File: src/rtl/mc_pkg.sv
// Shared encodings for the multi-cycle MIPS control unit: opcodes, FSM states,
// mux selects and the control-word layout driven onto the datapath.
package mc_pkg;

    localparam logic [5:0] OP_R    = 6'h00;
    localparam logic [5:0] OP_J    = 6'h02;
    localparam logic [5:0] OP_JAL  = 6'h03;
    localparam logic [5:0] OP_BEQ  = 6'h04;
    localparam logic [5:0] OP_BNE  = 6'h05;
    localparam logic [5:0] OP_ADDI = 6'h08;
    localparam logic [5:0] OP_LW   = 6'h23;
    localparam logic [5:0] OP_SW   = 6'h2B;
    localparam logic [5:0] OP_OUT  = 6'h3D;
    localparam logic [5:0] OP_IN   = 6'h3E;
    localparam logic [5:0] OP_HALT = 6'h3F;
    localparam logic [5:0] FN_JR   = 6'h08;

    localparam logic [2:0] ALU_ADD   = 3'b000;
    localparam logic [2:0] ALU_SUB   = 3'b001;
    localparam logic [2:0] ALU_RTYPE = 3'b010;
    localparam logic [2:0] ALU_BNE   = 3'b011;

    localparam logic [1:0] RDST_RT  = 2'b00;
    localparam logic [1:0] RDST_RD  = 2'b01;
    localparam logic [1:0] RDST_RA  = 2'b10;
    localparam logic [1:0] RDST_R28 = 2'b11;

    localparam logic [1:0] M2R_ALU  = 2'b00;
    localparam logic [1:0] M2R_MDR  = 2'b01;
    localparam logic [1:0] M2R_PC   = 2'b10;
    localparam logic [1:0] M2R_USER = 2'b11;

    localparam logic [1:0] SRCB_B      = 2'b00;
    localparam logic [1:0] SRCB_FOUR   = 2'b01;
    localparam logic [1:0] SRCB_IMM    = 2'b10;
    localparam logic [1:0] SRCB_IMMSL2 = 2'b11;

    localparam logic [1:0] PCSRC_ALU    = 2'b00;
    localparam logic [1:0] PCSRC_ALUOUT = 2'b01;
    localparam logic [1:0] PCSRC_JUMP   = 2'b10;
    localparam logic [1:0] PCSRC_REG    = 2'b11;

    typedef enum logic [4:0] {
        ST_FETCH, ST_DECODE, ST_EXEC, ST_R_WB, ST_EXEC_JR, ST_EXEC_I, ST_I_WB,
        ST_MEM_ADDR, ST_MEM_READ, ST_MEM_WB, ST_MEM_WRITE, ST_BRANCH, ST_JUMP,
        ST_OUT, ST_IN_WAIT, ST_IN_WB, ST_HALT
    } state_t;

    typedef struct packed {
        logic       pc_write;
        logic       pc_write_cond;
        logic       i_or_d;
        logic       mem_read;
        logic       mem_write;
        logic       ir_write;
        logic [1:0] reg_dst;
        logic [1:0] mem_to_reg;
        logic       reg_write;
        logic       alu_src_a;
        logic [1:0] alu_src_b;
        logic [2:0] alu_op;
        logic [1:0] pc_source;
        logic       input_flag;
        logic       output_flag;
        logic       halt;
        logic       retire;
        logic       illegal;
    } ctrl_word_t;

    function automatic logic opcode_legal(input logic [5:0] op, input logic io_en);
        case (op)
            OP_R, OP_J, OP_JAL, OP_BEQ, OP_BNE, OP_ADDI,
            OP_LW, OP_SW, OP_HALT: return 1'b1;
            OP_OUT, OP_IN:         return io_en;
            default:               return 1'b0;
        endcase
    endfunction

    // States that touch the shared memory and therefore honour the wait counter.
    function automatic logic is_mem_state(input state_t s);
        return (s == ST_FETCH) || (s == ST_MEM_READ) || (s == ST_MEM_WRITE);
    endfunction

endpackage

File: src/rtl/multicycle_control_if.sv
// Control-unit <-> datapath/IO bundle: IR fields and flags in, control word out.
interface multicycle_control_if;
    logic [5:0] opcode;
    logic [5:0] funct;
    logic       zero;
    logic       insert;

    logic       pc_write;
    logic       pc_write_cond;
    logic       i_or_d;
    logic       mem_read;
    logic       mem_write;
    logic       ir_write;
    logic [1:0] reg_dst;
    logic [1:0] mem_to_reg;
    logic       reg_write;
    logic       alu_src_a;
    logic [1:0] alu_src_b;
    logic [2:0] alu_op;
    logic [1:0] pc_source;
    logic       input_flag;
    logic       output_flag;
    logic       halt;
    logic       retire;
    logic       illegal;

    modport master (
        input  opcode, funct, zero, insert,
        output pc_write, pc_write_cond, i_or_d, mem_read, mem_write, ir_write,
               reg_dst, mem_to_reg, reg_write, alu_src_a, alu_src_b, alu_op,
               pc_source, input_flag, output_flag, halt, retire, illegal
    );

    modport slave (
        output opcode, funct, zero, insert,
        input  pc_write, pc_write_cond, i_or_d, mem_read, mem_write, ir_write,
               reg_dst, mem_to_reg, reg_write, alu_src_a, alu_src_b, alu_op,
               pc_source, input_flag, output_flag, halt, retire, illegal
    );
endinterface

File: src/rtl/mc_output_decode.sv
// Combinational state -> control-word decode. Memory-state strobes that must
// fire once (ir_write, pc_write, MEM_WRITE retire) are qualified by last_wait.
module mc_output_decode
    import mc_pkg::*;
#(
    parameter bit IO_ENABLE = 1'b1
) (
    input  state_t     state,
    input  logic [5:0] opcode,
    input  logic       last_wait,
    input  logic       first_cycle,
    output ctrl_word_t cw
);

    always_comb begin
        cw = '0;
        case (state)
            ST_FETCH: begin
                cw.mem_read  = 1'b1;
                cw.alu_src_a = 1'b0;
                cw.alu_src_b = SRCB_FOUR;
                cw.alu_op    = ALU_ADD;
                cw.pc_source = PCSRC_ALU;
                cw.ir_write  = last_wait;
                cw.pc_write  = last_wait;
            end
            ST_DECODE: begin
                cw.alu_src_b = SRCB_IMMSL2;
                cw.alu_op    = ALU_ADD;
                cw.illegal   = !opcode_legal(opcode, IO_ENABLE);
            end
            ST_EXEC: begin
                cw.alu_src_a = 1'b1;
                cw.alu_src_b = SRCB_B;
                cw.alu_op    = ALU_RTYPE;
            end
            ST_R_WB: begin
                cw.reg_dst   = RDST_RD;
                cw.reg_write = 1'b1;
                cw.retire    = 1'b1;
            end
            ST_EXEC_JR: begin
                cw.pc_source = PCSRC_REG;
                cw.pc_write  = 1'b1;
                cw.retire    = 1'b1;
            end
            ST_EXEC_I, ST_MEM_ADDR: begin
                cw.alu_src_a = 1'b1;
                cw.alu_src_b = SRCB_IMM;
                cw.alu_op    = ALU_ADD;
            end
            ST_I_WB: begin
                cw.reg_dst   = RDST_RT;
                cw.reg_write = 1'b1;
                cw.retire    = 1'b1;
            end
            ST_MEM_READ: begin
                cw.i_or_d   = 1'b1;
                cw.mem_read = 1'b1;
            end
            ST_MEM_WB: begin
                cw.mem_to_reg = M2R_MDR;
                cw.reg_dst    = RDST_RT;
                cw.reg_write  = 1'b1;
                cw.retire     = 1'b1;
            end
            ST_MEM_WRITE: begin
                cw.i_or_d    = 1'b1;
                cw.mem_write = 1'b1;
                cw.retire    = last_wait;
            end
            ST_BRANCH: begin
                cw.alu_src_a     = 1'b1;
                cw.alu_src_b     = SRCB_B;
                cw.alu_op        = (opcode == OP_BNE) ? ALU_BNE : ALU_SUB;
                cw.pc_source     = PCSRC_ALUOUT;
                cw.pc_write_cond = 1'b1;
                cw.retire        = 1'b1;
            end
            ST_JUMP: begin
                cw.pc_source = PCSRC_JUMP;
                cw.pc_write  = 1'b1;
                cw.retire    = 1'b1;
                if (opcode == OP_JAL) begin
                    cw.reg_dst    = RDST_RA;
                    cw.mem_to_reg = M2R_PC;
                    cw.reg_write  = 1'b1;
                end
            end
            ST_OUT: begin
                cw.output_flag = 1'b1;
                cw.retire      = 1'b1;
            end
            ST_IN_WAIT: cw.input_flag = 1'b1;
            ST_IN_WB: begin
                cw.reg_dst    = RDST_R28;
                cw.mem_to_reg = M2R_USER;
                cw.reg_write  = 1'b1;
                cw.retire     = 1'b1;
            end
            ST_HALT: begin
                cw.halt   = 1'b1;
                cw.retire = first_cycle;
            end
            default: cw = '0;
        endcase
    end

endmodule

File: src/rtl/multicycle_control.sv
// Multi-cycle MIPS control FSM: state register, memory wait counter and
// insert edge detector; the control word comes from mc_output_decode.
module multicycle_control
    import mc_pkg::*;
#(
    parameter int unsigned MEM_WAIT  = 0,
    parameter bit          IO_ENABLE = 1'b1
) (
    input logic                  CLK,
    input logic                  reset,
    multicycle_control_if.master bus
);

    localparam logic [3:0] WAIT_LAST = MEM_WAIT[3:0];

    state_t     state_q, state_d;
    logic [3:0] wait_cnt;
    logic       insert_q;
    logic       last_wait, first_cycle, ins_rise;
    ctrl_word_t cw, cw_out;

    assign last_wait   = (wait_cnt == WAIT_LAST);
    assign first_cycle = (wait_cnt == 4'd0);
    assign ins_rise    = bus.insert & ~insert_q;

    always_ff @(posedge CLK) begin
        if (reset) begin
            state_q  <= ST_FETCH;
            wait_cnt <= 4'd0;
            insert_q <= 1'b0;
        end else begin
            state_q  <= state_d;
            insert_q <= bus.insert;
            // HALT reuses the counter as a one-shot marker for its single retire.
            if (state_d != state_q)
                wait_cnt <= 4'd0;
            else if ((is_mem_state(state_q) && !last_wait) ||
                     (state_q == ST_HALT && first_cycle))
                wait_cnt <= wait_cnt + 4'd1;
        end
    end

    always_comb begin
        state_d = state_q;
        case (state_q)
            ST_FETCH:     if (last_wait) state_d = ST_DECODE;
            ST_DECODE: begin
                if (!opcode_legal(bus.opcode, IO_ENABLE)) begin
                    state_d = ST_FETCH;
                end else begin
                    case (bus.opcode)
                        OP_R:           state_d = (bus.funct == FN_JR) ? ST_EXEC_JR : ST_EXEC;
                        OP_J, OP_JAL:   state_d = ST_JUMP;
                        OP_BEQ, OP_BNE: state_d = ST_BRANCH;
                        OP_ADDI:        state_d = ST_EXEC_I;
                        OP_LW, OP_SW:   state_d = ST_MEM_ADDR;
                        OP_OUT:         state_d = ST_OUT;
                        OP_IN:          state_d = ST_IN_WAIT;
                        OP_HALT:        state_d = ST_HALT;
                        default:        state_d = ST_FETCH;
                    endcase
                end
            end
            ST_EXEC:      state_d = ST_R_WB;
            ST_EXEC_I:    state_d = ST_I_WB;
            ST_MEM_ADDR:  state_d = (bus.opcode == OP_LW) ? ST_MEM_READ : ST_MEM_WRITE;
            ST_MEM_READ:  if (last_wait) state_d = ST_MEM_WB;
            ST_MEM_WRITE: if (last_wait) state_d = ST_FETCH;
            ST_IN_WAIT:   if (ins_rise) state_d = ST_IN_WB;
            ST_HALT:      state_d = ST_HALT;
            ST_R_WB, ST_EXEC_JR, ST_I_WB, ST_MEM_WB,
            ST_BRANCH, ST_JUMP, ST_OUT, ST_IN_WB: state_d = ST_FETCH;
            default:      state_d = ST_FETCH;
        endcase
    end

    mc_output_decode #(.IO_ENABLE(IO_ENABLE)) u_decode (
        .state       (state_q),
        .opcode      (bus.opcode),
        .last_wait   (last_wait),
        .first_cycle (first_cycle),
        .cw          (cw)
    );

    // Reset cycle must present an all-zero control word regardless of state.
    assign cw_out = reset ? '0 : cw;

    assign bus.pc_write      = cw_out.pc_write;
    assign bus.pc_write_cond = cw_out.pc_write_cond;
    assign bus.i_or_d        = cw_out.i_or_d;
    assign bus.mem_read      = cw_out.mem_read;
    assign bus.mem_write     = cw_out.mem_write;
    assign bus.ir_write      = cw_out.ir_write;
    assign bus.reg_dst       = cw_out.reg_dst;
    assign bus.mem_to_reg    = cw_out.mem_to_reg;
    assign bus.reg_write     = cw_out.reg_write;
    assign bus.alu_src_a     = cw_out.alu_src_a;
    assign bus.alu_src_b     = cw_out.alu_src_b;
    assign bus.alu_op        = cw_out.alu_op;
    assign bus.pc_source     = cw_out.pc_source;
    assign bus.input_flag    = cw_out.input_flag;
    assign bus.output_flag   = cw_out.output_flag;
    assign bus.halt          = cw_out.halt;
    assign bus.retire        = cw_out.retire;
    assign bus.illegal       = cw_out.illegal;

endmodule

File: src/flat_wrapper.sv
// flat-port wrapper written by rule: the top's interface ports become plain ports
module multicycle_control_flat import mc_pkg::*;
#(
    parameter int unsigned MEM_WAIT  = 0,
    parameter bit          IO_ENABLE = 1'b1
)
  (CLK, reset, bus_opcode, bus_funct, bus_zero, bus_insert, bus_pc_write, bus_pc_write_cond, bus_i_or_d, bus_mem_read, bus_mem_write, bus_ir_write, bus_reg_dst, bus_mem_to_reg, bus_reg_write, bus_alu_src_a, bus_alu_src_b, bus_alu_op, bus_pc_source, bus_input_flag, bus_output_flag, bus_halt, bus_retire, bus_illegal);
  multicycle_control_if bus_i ();
  input logic CLK;
  input logic reset;
  input wire logic [$bits(bus_i.opcode)-1:0] bus_opcode;
  input wire logic [$bits(bus_i.funct)-1:0] bus_funct;
  input wire logic [$bits(bus_i.zero)-1:0] bus_zero;
  input wire logic [$bits(bus_i.insert)-1:0] bus_insert;
  output wire logic [$bits(bus_i.pc_write)-1:0] bus_pc_write;
  output wire logic [$bits(bus_i.pc_write_cond)-1:0] bus_pc_write_cond;
  output wire logic [$bits(bus_i.i_or_d)-1:0] bus_i_or_d;
  output wire logic [$bits(bus_i.mem_read)-1:0] bus_mem_read;
  output wire logic [$bits(bus_i.mem_write)-1:0] bus_mem_write;
  output wire logic [$bits(bus_i.ir_write)-1:0] bus_ir_write;
  output wire logic [$bits(bus_i.reg_dst)-1:0] bus_reg_dst;
  output wire logic [$bits(bus_i.mem_to_reg)-1:0] bus_mem_to_reg;
  output wire logic [$bits(bus_i.reg_write)-1:0] bus_reg_write;
  output wire logic [$bits(bus_i.alu_src_a)-1:0] bus_alu_src_a;
  output wire logic [$bits(bus_i.alu_src_b)-1:0] bus_alu_src_b;
  output wire logic [$bits(bus_i.alu_op)-1:0] bus_alu_op;
  output wire logic [$bits(bus_i.pc_source)-1:0] bus_pc_source;
  output wire logic [$bits(bus_i.input_flag)-1:0] bus_input_flag;
  output wire logic [$bits(bus_i.output_flag)-1:0] bus_output_flag;
  output wire logic [$bits(bus_i.halt)-1:0] bus_halt;
  output wire logic [$bits(bus_i.retire)-1:0] bus_retire;
  output wire logic [$bits(bus_i.illegal)-1:0] bus_illegal;
  assign bus_i.opcode = bus_opcode;
  assign bus_i.funct = bus_funct;
  assign bus_i.zero = bus_zero;
  assign bus_i.insert = bus_insert;
  assign bus_pc_write = bus_i.pc_write;
  assign bus_pc_write_cond = bus_i.pc_write_cond;
  assign bus_i_or_d = bus_i.i_or_d;
  assign bus_mem_read = bus_i.mem_read;
  assign bus_mem_write = bus_i.mem_write;
  assign bus_ir_write = bus_i.ir_write;
  assign bus_reg_dst = bus_i.reg_dst;
  assign bus_mem_to_reg = bus_i.mem_to_reg;
  assign bus_reg_write = bus_i.reg_write;
  assign bus_alu_src_a = bus_i.alu_src_a;
  assign bus_alu_src_b = bus_i.alu_src_b;
  assign bus_alu_op = bus_i.alu_op;
  assign bus_pc_source = bus_i.pc_source;
  assign bus_input_flag = bus_i.input_flag;
  assign bus_output_flag = bus_i.output_flag;
  assign bus_halt = bus_i.halt;
  assign bus_retire = bus_i.retire;
  assign bus_illegal = bus_i.illegal;
  multicycle_control #(.MEM_WAIT(MEM_WAIT), .IO_ENABLE(IO_ENABLE)) u_core (.CLK(CLK), .reset(reset), .bus(bus_i));
endmodule
File: config.mk
export PLATFORM = sky130hd
export DESIGN_NAME = multicycle_control_flat
export DESIGN_NICKNAME = d
export VERILOG_FILES = /design/src/rtl/mc_pkg.sv /design/src/rtl/multicycle_control_if.sv /design/src/rtl/mc_output_decode.sv /design/src/rtl/multicycle_control.sv /design/src/flat_wrapper.sv
export SDC_FILE = /design/constraint.sdc
export NUM_CORES = 1
export LEC_CHECK = 0
export CAP_MARGIN = 20
export CORE_UTILIZATION = 40
export CTS_CLUSTER_DIAMETER = 80
export DETAILED_ROUTE_END_ITERATION = 8
export GPL_TIMING_DRIVEN = 1
export PLACE_DENSITY = 0.71
export SETUP_SLACK_MARGIN = 0.02
export SYNTH_ARGS = -nofsm -noshare
export SYNTH_HDL_FRONTEND = slang
export SYNTH_SLANG_ARGS = --single-unit
File: constraint.sdc
create_clock -name CLK -period 2.3 [get_ports CLK]
set_clock_uncertainty 0.2 [all_clocks]
set_input_delay 0.46 -clock CLK [delete_from_list [all_inputs] [get_ports CLK]]
set_output_delay 0.46 -clock CLK [all_outputs]
set_load 0.005 [all_outputs]
# Yosys cells after proc, flatten, opt, wreduce, memory -nomap -nowiden
# Cells that the tools add are included.
# op_classes
n_eq_ne	28
n_bitwise	2
n_reduce_logical	23
addsub	1
muxes	31
# op_table
operator	n
$pmux 5 s9	1
$eq 5x4->1 const B	8
$pmux 5 s8	1
$eq 6x6->1 const B	5
$mux 5	6
$pmux 5 s5	1
$mux 24	1
$eq 5x3->1 const B	4
$pmux 2 s3	3
$reduce_or 2->1	9
$eq 6x2->1 const B	2
$eq 6x3->1 const B	2
$eq 6x4->1 const B	2
$mux 1	12
$reduce_or 11->1	1
$eq 5x2->1 const B	2
$reduce_or 4->1	2
$reduce_or 8->1	1
$logic_not 6->1	1
$pmux 1 s2	3
$eq 5x1->1 const B	1
$eq 5x5->1 const B	1
$logic_not 5->1	1
$ne 5x5->1	1
other kinds (9)	14
# totals
output_inout_bits	24
inputBits	16
reg_bits	10
wordCells	88

# Longest topological paths before layout
# Gate-level depths: netlist of the first run.
# depth
ltp_word	8
mapped_depth	9
depth_no_buf	8

# By module
# Synthesis of the first run repeated with hierarchy kept, for this count alone.
# unflattened
cells_unflattened	231
hier_area_um2	1602.8
# modules_own_cells
module	cells_per_inst	n_inst	area_each_um2	seq_area_each_um2
multicycle_control	151	1	1137.3	200.2
mc_output_decode	80	1	465.4	0.0

# Worst setup path before layout of the first run
# No wires, ideal clock.
# synth_timing
path_type	in2out
startpoint	input bus_opcode[3]
endpoint	output bus_reg_write
arrival_time_ps	1512
cell_stages	5
path_slack_ps	128
n_path_buf	0
cell_sequence	or4_1 nor3_1 nand3_1 o21ai_0 nor2b_1
# synth_between
elab_chain_len	4
# synth_rtl
element	line	source
from (decl)	flat_wrapper.sv:11	input wire logic [$bits(bus_i.opcode)-1:0] bus_opcode;
$eq 6x2->1	mc_output_decode.sv:84	if (opcode == OP_JAL) begin
$mux 5	mc_output_decode.sv:84	
$pmux 1 s2	mc_output_decode.sv:17	case (state)
$mux 24	multicycle_control.sv:86	assign cw_out = reset ? '0 : cw;
to (decl)	flat_wrapper.sv:23	output wire logic [$bits(bus_i.reg_write)-1:0] bus_reg_write;
# No other way between the ends.

# Final worst setup path of the first run
# layout_timing
startpoint	register u_core.state_q[0]
endpoint	output bus_input_flag
# layout_between
elab_chain_len	3
# layout_rtl
element	line	source
from (decl)	multicycle_control.sv:16	state_t state_q, state_d;
from (signal assigned)	multicycle_control.sv:32	state_q <= state_d;
$eq 5x4->1	mc_output_decode.sv:17	
$mux 1	mc_output_decode.sv:17	
$mux 24	multicycle_control.sv:86	
to (decl)	flat_wrapper.sv:28	output wire logic [$bits(bus_i.input_flag)-1:0] bus_input_flag;
# No other way between the ends.

==> results of run 1 <==
## through the flow
stage / power [uW] / hold WS (ps) / std cells / util [%]
final: 615.9 / 447.7 / 318 / 73.10
after global routing: 652.6 / 479.0 / 318 / 73.10
after CTS: 593.3 / 422.8 / 316 / 71.36
after detailed placement: 445.7 / 396.9 / 297 / 63.93
after global placement: 438.3 / 382.0 / 297 / 63.93
after floorplan: 314.3 / 310.2 / 191 / -
## power breakdown
| part | total, uW | switching (uW) | internal [uW] |
|---|---|---|---|
| clock network | 116 | 55.4 | 60.2 |
| registers | 184 | 6.36 | 178 |
| logic | 316 | 153 | 163 |
## metal layers
metal	part of all wire (%)	global-route usage [%]	up-vias
li1	-	-	871
met1	40	35.09	877
met2	52	54.84	85
met3	5.5	2.232	14
met4	2.1	9.524	0
met5	0	0	-
## kinds of logic (layout without fill, tap and decap cells)
group | count (synthesis) | count (layout) | synth area share, %
AO/OA/AOI/OAI | 45 | 45 | 23.42
multiplexers | 3 | 3 | 2.372
flip-flops | 10 | 10 | 15.81
XOR/XNOR | 5 | 5 | 3.459
adder cells (fa/ha/maj) | 2 | 2 | 1.976
other | 1 | 1 | 0.2962
AND/OR/NAND/NOR | 98 | 98 | 43.18
buffers and inverters | 27 | 110 | 9.487
## registers in the layout, summed over array words and instances, names as in the netlist
signal and cells:
u_core.insert_q 1, u_core.wait_cnt 4, u_core.state_q 5
## Yosys cell counts (2+ instances only)
cell type / number / area (um^2)
nand2b_1: 5 / 31.28
a211oi_1: 2 / 15.01
nor2_1: 20 / 75.07
or3_1: 2 / 12.51
a31oi_1: 4 / 25.02
a22oi_1: 2 / 15.01
nand2_1: 16 / 60.06
a21oi_1: 15 / 75.07
nor3_1: 17 / 85.08
o211ai_1: 2 / 15.01
or3b_2: 3 / 26.28
xnor2_1: 2 / 17.52
or3b_1: 2 / 17.52
xor2_1: 3 / 26.28
nand4b_1: 2 / 17.52
o21ai_0: 6 / 30.03
buf_1: 2 / 7.510
nand3_1: 6 / 30.03
buf_2: 6 / 30.03
clkbuf_1: 10 / 37.54
o31ai_1: 2 / 15.01
nor4_1: 6 / 37.54
nand4_1: 4 / 25.02
dfxtp_1: 10 / 200.2
inv_1: 7 / 26.28
nor2b_1: 4 / 25.02
mux2i_1: 3 / 30.03
ha_1: 2 / 25.02
## repair_timing
action	in CTS	in global routing
pin swaps	15	10
buffers inserted	16	2
gates cloned	0	0
endpoints found under the setup margin	28	23
gates resized for setup	107	24
## critical path, stage by stage, from the launching register on
cell	delay, ps
dfxtp_2	330
buf_6	130
buf_4	150
nor2_1	200
nand2_1	90
nor3_1	190
clkdlybuf4s50_1	540
## final timing paths
path                      startpoint                 end  slack (ps)  cells past startpoint
setup / recovery   u_core.state_q[0]      bus_input_flag        -270                      6
hold / removal    u_core.wait_cnt[1]  u_core.wait_cnt[1]         450                      3
setup reg to reg   u_core.state_q[1]  u_core.wait_cnt[1]         100                      9
hold reg to reg   u_core.wait_cnt[1]  u_core.wait_cnt[1]         450                      3
## layout make-up
class                      instances  area share [%]
clock buffer                       3           1.018
inverter                           7           1.187
multi-input combinational        154           49.92
sequential                        10           9.384
tap                               44           2.487
timing repair buffer             100           36.01
==> summary.md, run 1 <==
| Metric | Value |
|---|---|
| Setup WS post-layout | -271.4 ps |
| Yosys reg bits | 10 |
| Leak pwr | 0.0009248 uW |
| FF+latch area | 207.7 um^2 |
| Initial Util | 41.82% |
| Final Hold Viols | 0 |
| Synth Flop Type | dfxtp_1 |
| Die Wd | 58.27 um |
| Netlist cell types | 54 |
| Post-Place Setup Slack | -932.1 ps |
| Core ar. | 3028 um^2 |
| Largest net degree at the start of global routing | 17 |
| Status | finished, violations left |
| Port bufs | 37 |
| Peak VDD IR | 216.9 uV |
| Total global-route track usage | 29.32% |
| Design area | 2213 um^2 |
| Post-route DRC | 0 |
| CP endpoint kind | output pin |
| RSZ-0062 raised after global routing | true |
| Antenna viol nets, final | 0 |
| Commonest non-fill, non-tap cell in the layout | buf_4 |
| Most frequent cells in the layout | 54 x buf_4, 18 x nor2_1, 15 x nand2_1, 15 x a21oi_1 |
| Avg Cell Area, Syn | 6.629 um^2 |
| Worst-path maximum fanout | 6 |
| Global-route wire length before repair | 7.845 mm |
| Mapped Nets | 209 |
| Critical Path Source Type | register |
| Die H | 58.27 um |
| DP Area | 1936 um^2 |
| Async S/R FF share, synth | 0% |
| DR WL/cell | 15.44 um |
| Multi-input logic area | 1105 um^2 |
| Initial detailed-routing violation count | 146 |
| Netlist Area Pre-Place | 1266 um^2 |
| Yosys warns | 0 |
| Ant. Diodes | 0 |
| Pwr Density | 278.3 nW/um^2 |
| Max Root-Sink Buffers | 2 |
| Register area share after synthesis | 15.81% |
| Setup_tns | -1321 ps |
| EDFF count, synth | 0 |
| HP Class | register to register |
| Io pins | 40 |
| Site Rows | 20 |
| CTS tree | built |
| Synth Instances | 191 |
| Min Clock Period, post-route | 2571 ps |
| Area delta synth->final | 74.80% |
| Clock Latency Late Sink | 260 ps |
| Detailed placement HPWL | 3.233 mm |
| Clock edge transition at the registers on the reported setup and hold paths | 60 ps |
| Pre-Repair DR Iteration Count | 5 |
| Via count | 1847 |
| Clock sink total | 10 |
| Final period util | 111.8% |
| Num CTS Buffers | 3 |
| MaxCap Viol Count | 0 |
| Root Driver | clkbuf_4 |
| Crit path kind | register to output pin |
| Die area | 3395 um^2 |
| Post-CTS Hold Fix Bufs | 0 |
| Fillcell total | 224 |
| Placer Congestion | 0.8561 |
| Total grt overflow | 0 |
| Vias in the first global route | 1752 |
| H-tree levels | 1 |
| Fin nets | 294 |
| Drt total wl | 4.909 mm |
| Fraction of layout cells with a size suffix above 1 | 46.35% |
| Worst endpoint data arrival time | 1910 ps |
| Final-report setup violation count | 9 |
| Fin. max-slew vios | 0 |
| Initial antenna violation count | 0 |
| F_max | 388.9 MHz |
| Post-DR vias/cell | 5.808 |
| Worst Path Required | 1640 ps |
| Failing checks | setup timing |
(Power assumes the default switching activity.)
==> inputs of run 2 (changes only) <==
- CAP_MARGIN: 20 -> default
==> results of run 2 <==
The final DEF is identical to that of run 1; final timing and power are the same.
==> inputs of run 3 (changes only) <==
- HOLD_SLACK_MARGIN: default -> 0.08
==> results of run 3 <==
The final DEF is identical to that of run 1; final timing and power are the same.
